<file path="src/rtl/uart_tx_arbiter.sv">
// uart_tx_arbiter: round-robin share of one 8N1 UART transmitter.
// Holds the granted byte on tx_data until the frame completes.
module uart_tx_arbiter #(
  parameter int NUM_REQ      = 4,
  parameter int ID_W         = 2,
  parameter int BUSY_TIMEOUT = 8
) (
  input  logic                 clk,
  input  logic                 rst,
  input  logic [NUM_REQ-1:0]   req_valid_i,
  input  logic [8*NUM_REQ-1:0] req_data_i,
  output logic [NUM_REQ-1:0]   req_ready_o,
  output logic                 tx_en_o,
  output logic [7:0]           tx_data_o,
  input  logic                 tx_rdy_i,
  output logic                 busy_o,
  output logic [ID_W-1:0]      grant_id_o,
  output logic                 frame_done_o,
  output logic                 tx_err_o
);

  localparam int TW = (BUSY_TIMEOUT > 2) ? $clog2(BUSY_TIMEOUT) : 1;
  localparam logic [TW-1:0] TMO_LAST = TW'(BUSY_TIMEOUT - 1);
  localparam logic [ID_W-1:0] ID_LAST = ID_W'(NUM_REQ - 1);

  typedef enum logic [1:0] {
    IDLE,
    LAUNCH,
    WAIT_BUSY,
    WAIT_DONE
  } state_t;

  state_t          state_q, state_d;
  logic            tx_en_q, tx_en_d;
  logic [7:0]      tx_data_q, tx_data_d;
  logic [ID_W-1:0] grant_q, grant_d;
  logic [ID_W-1:0] rr_ptr_q, rr_ptr_d;
  logic [TW-1:0]   tmo_q, tmo_d;
  logic            done_q, done_d;
  logic            err_q, err_d;

  logic [2*NUM_REQ-1:0] rot;
  logic                 win_found;
  logic [ID_W-1:0]      win_id;
  logic                 accept;
  logic [7:0]           win_byte;
  logic [ID_W-1:0]      rr_nxt;

  // Pick the first valid requester at or after rr_ptr, wrapping.
  always_comb begin
    rot       = {req_valid_i, req_valid_i} >> rr_ptr_q;
    win_found = 1'b0;
    win_id    = '0;
    for (int k = 0; k < NUM_REQ; k++) begin
      if (!win_found && rot[k]) begin
        win_found = 1'b1;
        win_id    = ID_W'((int'(rr_ptr_q) + k) % NUM_REQ);
      end
    end
  end

  assign accept = !rst && (state_q == IDLE)
               && tx_rdy_i && win_found;

  assign req_ready_o = accept ? (NUM_REQ'(1) << win_id) : '0;

  assign win_byte = 8'(req_data_i >> {win_id, 3'b000});

  assign rr_nxt = (grant_q == ID_LAST) ? '0
                : grant_q + ID_W'(1);

  // Next-state and registered-output logic for the frame FSM.
  always_comb begin
    state_d   = state_q;
    tx_en_d   = 1'b0;
    tx_data_d = tx_data_q;
    grant_d   = grant_q;
    rr_ptr_d  = rr_ptr_q;
    tmo_d     = tmo_q;
    done_d    = 1'b0;
    err_d     = 1'b0;
    unique case (state_q)
      IDLE: begin
        if (accept) begin
          tx_data_d = win_byte;
          grant_d   = win_id;
          tx_en_d   = 1'b1;
          state_d   = LAUNCH;
        end
      end
      LAUNCH: begin
        tmo_d   = '0;
        state_d = WAIT_BUSY;
      end
      WAIT_BUSY: begin
        if (!tx_rdy_i) begin
          state_d = WAIT_DONE;
        end else if (tmo_q == TMO_LAST) begin
          err_d    = 1'b1;
          rr_ptr_d = rr_nxt;
          state_d  = IDLE;
        end else begin
          tmo_d = tmo_q + TW'(1);
        end
      end
      WAIT_DONE: begin
        if (tx_rdy_i) begin
          done_d   = 1'b1;
          rr_ptr_d = rr_nxt;
          state_d  = IDLE;
        end
      end
      default: state_d = IDLE;
    endcase
  end

  // State and output registers with synchronous reset.
  always_ff @(posedge clk) begin
    if (rst) begin
      state_q   <= IDLE;
      tx_en_q   <= 1'b0;
      tx_data_q <= 8'h00;
      grant_q   <= '0;
      rr_ptr_q  <= '0;
      tmo_q     <= '0;
      done_q    <= 1'b0;
      err_q     <= 1'b0;
    end else begin
      state_q   <= state_d;
      tx_en_q   <= tx_en_d;
      tx_data_q <= tx_data_d;
      grant_q   <= grant_d;
      rr_ptr_q  <= rr_ptr_d;
      tmo_q     <= tmo_d;
      done_q    <= done_d;
      err_q     <= err_d;
    end
  end

  assign tx_en_o      = tx_en_q;
  assign tx_data_o    = tx_data_q;
  assign grant_id_o   = grant_q;
  assign frame_done_o = done_q;
  assign tx_err_o     = err_q;
  assign busy_o       = (state_q != IDLE);

  a_ready_onehot: assert property (
    @(posedge clk) disable iff (rst) $onehot0(req_ready_o)
  );

endmodule

</file>
<file path="config.mk">
export PLATFORM = sky130hd
export DESIGN_NAME = uart_tx_arbiter
export DESIGN_NICKNAME = d
export VERILOG_FILES = /design/src/rtl/uart_tx_arbiter.sv
export SDC_FILE = /design/constraint.sdc
export NUM_CORES = 1
export LEC_CHECK = 0
export BUFFER_PORTS_ARGS = -buffer_cell sky130_fd_sc_hd__buf_2
export CORE_ASPECT_RATIO = 1.2
export CORE_MARGIN = 5
export CORE_UTILIZATION = 25
export CTS_BUF_LIST = sky130_fd_sc_hd__clkbuf_4 sky130_fd_sc_hd__clkbuf_8 sky130_fd_sc_hd__clkbuf_16
export CTS_CLUSTER_SIZE = 24
export DETAILED_ROUTE_END_ITERATION = 10
export PLACE_DENSITY = 0.6
export SYNTH_ARGS = -nofsm -noshare
export SYNTH_HDL_FRONTEND = slang
export SYNTH_SLANG_ARGS = --single-unit
</file>
<file path="constraint.sdc">
create_clock -name clk -period 2.3 [get_ports clk]
set_input_delay 0.115 -clock clk [delete_from_list [all_inputs] [get_ports clk]]
set_output_delay 0.115 -clock clk [all_outputs]
set_load 0.01 [all_outputs]
</file>
# ---- Word level (Yosys, flattened, before mapping)
# Index checks and enable logic that the tools add are counted.
dict set report totals {
  regBits 20
  input_bits 39
  elab_cells 77
  output_inout_bits 18
}
dict set report classes {
  eq_ne 11
  n_addsub 5
  bitwise_logic 4
  mux 25
  n_reduce_logical 21
  n_shift 3
}
# op count
set op_table {}
lappend op_table {{32-bit by 5-bit >> shifter with 8-bit output} 1}
lappend op_table {{2-bit 2-to-1 mux} 12}
lappend op_table {{2-bit inequality test (second input constant)} 5}
lappend op_table {{2-bit one-hot mux with 4 select lines} 1}
lappend op_table {{8-bit by 2-bit >> shifter with 4-bit output} 1}
lappend op_table {{1-bit 2-to-1 mux} 7}
lappend op_table {{2-bit equality test (second input constant)} 3}
lappend op_table {{1-bit logical AND} 6}
lappend op_table {{3-bit 2-to-1 mux} 2}
lappend op_table {{3-bit one-hot mux with 2 select lines} 1}
lappend op_table {{3-bit AND reduction} 2}
lappend op_table {{2-bit nonzero test} 3}
lappend op_table {{2-bit by 1-bit adder with 2-bit output (second input constant)} 2}
lappend op_table {{2-bit adder (second input constant)} 2}
lappend op_table {{1-bit logical NOT} 4}
lappend op_table {{4-bit 2-to-1 mux} 1}
lappend op_table {{1-bit inverter} 4}
lappend op_table {{2-bit one-hot mux with 2 select lines} 1}
lappend op_table {{4-bit AND reduction} 1}
lappend op_table {{2-bit OR reduction} 2}
lappend op_table {{1-bit by 2-bit left shift with 4-bit output (first input constant)} 1}
lappend op_table {{3-bit by 1-bit adder with 3-bit output (second input constant)} 1}
lappend op_table {{3-bit equality test (second input constant)} 1}
lappend op_table {{3-bit inequality test (second input constant)} 1}
lappend op_table {{other kinds (4)} 4}

# ---- Depth between registers and ports, before layout
dict set report logic_depth {
  ltp_word 14
  mapped_depth 7
  mapped_depth_nobuf 6
}

# ---- Least setup slack after synthesis
# Ideal clock, no wire load.
dict set report synth_timing {
  path_kind {flip-flop to flip-flop}
  from {reg rr_ptr_q[1]}
  to {reg tx_data_q[0] (netlist: tx_data_o[0])}
  n_path_buf 2
  slack_ns 0.250
  arrival_ns 1.928
  synth_period_minus_slack_ns 2.050
  path_stages_with_launch 8
  path_cell_list {dfxtp_1 -> inv_1 -> or4_4 -> and2_4 -> buf_6 -> buf_8 -> mux2_4 -> a221o_1}
}
dict set report synth_between {
  elab_chain_len 13
}
# item line
set synth_lines {}
lappend synth_lines {{start: declaration} 37} ;# logic [ID_W-1:0] rr_ptr_q, rr_ptr_d;
lappend synth_lines {{start signal: assignment} 133} ;# rr_ptr_q <= rr_ptr_d;
lappend synth_lines {{parallel branches: the longest is 13 deep, another holds 32-bit by 5-bit >> shifter with 8-bit output} --}
lappend synth_lines {{end signal: assignment} 131} ;# tx_data_q <= tx_data_d;
lappend synth_lines {{end: declaration} 35} ;# logic [7:0] tx_data_q, tx_data_d;
# Several ways; the timed one is not identified.
# A chain may end at the register's enable or synchronous reset.

# ---- Worst setup path after layout
dict set report layout_timing {
  from {reg rr_ptr_q[0]}
  to {out req_ready_o[3]}
}
dict set report layout_between {
  elab_chain_len 13
}
# item line
set layout_lines {}
lappend layout_lines {{8-bit by 2-bit >> shifter with 4-bit output} 51} ;# rot = {req_valid_i, req_valid_i} >> rr_ptr_q;
lappend layout_lines {{1-bit 2-to-1 mux} 55} ;# if (!win_found && rot[k]) begin
lappend layout_lines {{1-bit logical NOT} 55}
lappend layout_lines {{1-bit logical AND} 55}
lappend layout_lines {{1-bit 2-to-1 mux} 55}
lappend layout_lines {{1-bit logical NOT} 55}
lappend layout_lines {{1-bit logical AND} 55}
lappend layout_lines {{1-bit 2-to-1 mux} 55}
lappend layout_lines {{1-bit logical NOT} 55}
lappend layout_lines {{1-bit logical AND} 55}
lappend layout_lines {{2-bit 2-to-1 mux / 1-bit 2-to-1 mux (equally long branches)} 55}
lappend layout_lines {{1-bit by 2-bit left shift with 4-bit output / 1-bit logical AND (equally long branches)} {65, 63}}
lappend layout_lines {{4-bit 2-to-1 mux *} 65} ;# assign req_ready_o = accept ? (NUM_REQ'(1) << win_id) : '0;
lappend layout_lines {{end: declaration} 12} ;# output logic [NUM_REQ-1:0] req_ready_o,
# Every way passes the cells marked *; elsewhere a longest branch is shown, timed or not.

==> metrics <==
Routed Antenna Nets=0; die area=between 0.006 and 0.007 mm^2; final-stage net count=~220; worst slew pin tran=~0.77 ns; initial antenna violation count=0; Worst Setup End Kind=output pin; ant diodes=0; CTS buffer count=3; pwr/cell area=547 mW/mm^2; Net Sw Frac=26.0%; I/O Pins=57; synth warn=0; largest net degree at the start of global routing=21; Initial Util=25.4%; first-pass GRT wire length=between 5000 and 6000 um; vias per cell=~4.7; most common cell in the netlist=dfxtp_1; Slew HR=approximately 48%; met1 usage=approximately 13%; CTS resizes=0; postcts setup bufs=0; Final Max Tran Viols=0; met2 usage=approximately 17%; Psw=between 0.0002 and 0.00025 W; layout cell share with drive strength beyond 1=~47%; VDD IR max=a little over 0.0002 V; Pleak=about 0.73 nW; M3 GR Usage=~2.8%; via count=~1100; Row Count=27; most frequent cells after synthesis=dfxtp_1 (20), nor3b_1 (11); Required @ worst endpoint=roughly 2.2 ns; clock sink total=20; setup tns final=0 ns; CTS tree=done; Final min period=2.07 ns; synth top area cells=dfxtp_1 (35%), mux2_4 (10%), mux2_2 (7.8%); Syn Std Cell Area=approximately 0.0011 mm^2; DRC errors left=0; Max-Cap Viols=0; RSZ-0062 raised after global routing=false; Pre-Repair DR Iteration Count=4; gr ovfl total=0; clk root buf=clkbuf_8; Final Setup Violations=0; htree depth=1; Tot GR Track Use=roughly a tenth; worst r2r src=rr_ptr_q[0]; R2R depth=5; Worst Slack Setup Final=0.229 ns; clock transition at the registers of the reported paths=around 0.07 ns; period utilisation layout=between 90% and 100%; chip height=roughly 84 um; vias in the first global route=about 1100; synthesized area per cell=9.90 um^2; Internal Power=about 0.00063 W; critical path arrival=slightly below 2 ns; Synth Instances=~120; placed cell count=about 230; combinational power share=between 20% and 30%; syn_nets=158; Worst-Skew Late Latency=0.25 ns; clock network fraction of total power=around a third; Core Box Area=0.00453 mm^2; Hold Crit Class=input pin to flip-flop; worst setup path end=req_ready_o[3]; grt peak-use layer=met2; Die X=approximately 72 um; RR Endpoint=tx_data_o[2]; FFs w/ async S/R, synth=0%; crit path kind=flip-flop to output pin; crit start category=flip-flop; pre-CTS WS=roughly 0.29 ns; hold buffers post-CTS=0; R2R Setup Slk=0.28 ns; Max Clock Skew=0.00389 ns; Max Fanout on Critical Path=18; flops & latches, synth=20; P&R area growth vs syn=34.5%; drt initial violations=43; Final Non-Filler Cells=233; Peak Freq=roughly 480 MHz; DR WL/cell=roughly 14 um; Worst Setup SP=rr_ptr_q[0]; Hold Path Depth=3; Total Wirelength=3220 um; DP Wirelength=roughly 2500 um; top cell type's share of synthesized area=34.9%; sequential share of the synthesized area=between 30% and 40%; Yosys cell types=32; gpl congestion=about 0.82; outcome=complete, no violations; Post-synth EDFFs=0; final hold vios=0; I/O Buffers=56; post-synth top area cell=dfxtp_1; sequential share of power=a little under half; Synth Flop Type=dfxtp_1; Clock Tree Buf Depth=2
-- worst max-delay path, cell delays in order, from the launching register on --
cell and delay [ns]:
dfxtp_1 0.36, nor2b_1 0.10, or4_4 0.53, and2_4 0.27
nor3_1 0.26, buf_2 0.18
-- power groups by stage --
stage               clock, W  sequential (W)  combinational [W]
floorplan                  0        0.000396           0.000115
global placement           0        0.000389           0.000197
detailed placement         0        0.000389           0.000199
CTS                 0.000282        0.000381           0.000200
global route        0.000295        0.000384           0.000216
finish              0.000267        0.000381           0.000197
-- how the worst min path moves through the flow --
stage	endpoint	slack [ns]	from
floorplan	state_q[0]	0.26	tx_rdy_i
global placement	state_q[0]	0.42	tx_rdy_i
detailed placement	state_q[0]	0.42	tx_rdy_i
CTS	state_q[0]	0.14	tx_rdy_i
global route	state_q[0]	0.15	tx_rdy_i
finish	state_q[0]	0.15	tx_rdy_i
-- kinds of logic after synthesis --
| family | Yosys count | share of synthesized area [%] |
|---|---|---|
| adders and majority gates | 3 | 3.27 |
| muxes | 17 | 19.2 |
| and+or+nand+nor | 48 | 25.2 |
| buffers and inverters | 7 | 3.92 |
| DFF | 20 | 34.9 |
| AOI/OAI and AO/OA | 21 | 13.6 |
-- stage by stage --
| step | cell area [um^2] | utilization, % | hold slack, ns | power [W] |
|---|---|---|---|---|
| final | 1550 | 34.1 | 0.150 | 0.000846 |
| after global routing | 1550 | 34.1 | 0.149 | 0.000894 |
| after CTS | 1550 | 34.1 | 0.143 | 0.000862 |
| after detailed placement | 1490 | 32.9 | 0.417 | 0.000588 |
| after global placement | 1490 | 32.9 | 0.418 | 0.000587 |
| after floorplan | 1150 | - | 0.263 | 0.000511 |
-- sequential cells by signal, indices dropped and copies added (netlist names) --
signal / flops
tx_data_o: 8
tmo_q: 3
grant_id_o: 2
rr_ptr_q: 2
state_q: 2
frame_done_o: 1
tx_en_o: 1
tx_err_o: 1
-- final cells by class --
cell class | instances | area, um^2
Fill cell | 506 | 2980
Multi-Input combinational cell | 89 | 703
Sequential cell | 20 | 400
Timing Repair Buffer | 59 | 303
Tap cell | 58 | 72.6
Clock buffer | 4 | 55.1
Inverter | 3 | 11.3
-- placed cells by master (no fill, tap or decap), types with 2 or more instances in the layout --
master and count:
clkbuf_8 4, nand2b_1 3, buf_2 56, or4_1 2, a221o_1 8, dfxtp_1 20
nor2b_1 3, mux2_4 8, ha_1 3, buf_4 3, nor3b_1 11, a21oi_1 8
nand3_1 4, nor2_1 7, inv_1 2, mux2_2 8, nor3_1 6, nand2_1 5
-- per-layer routing --
metal | part of all wire [%] | up-vias
met3 | 6.5 | 2
li1 | - | 557
met2 | 49 | 31
met1 | 44 | 506
met5 | 0 | -
met4 | 0.47 | 0
(Power assumes the default switching activity.)
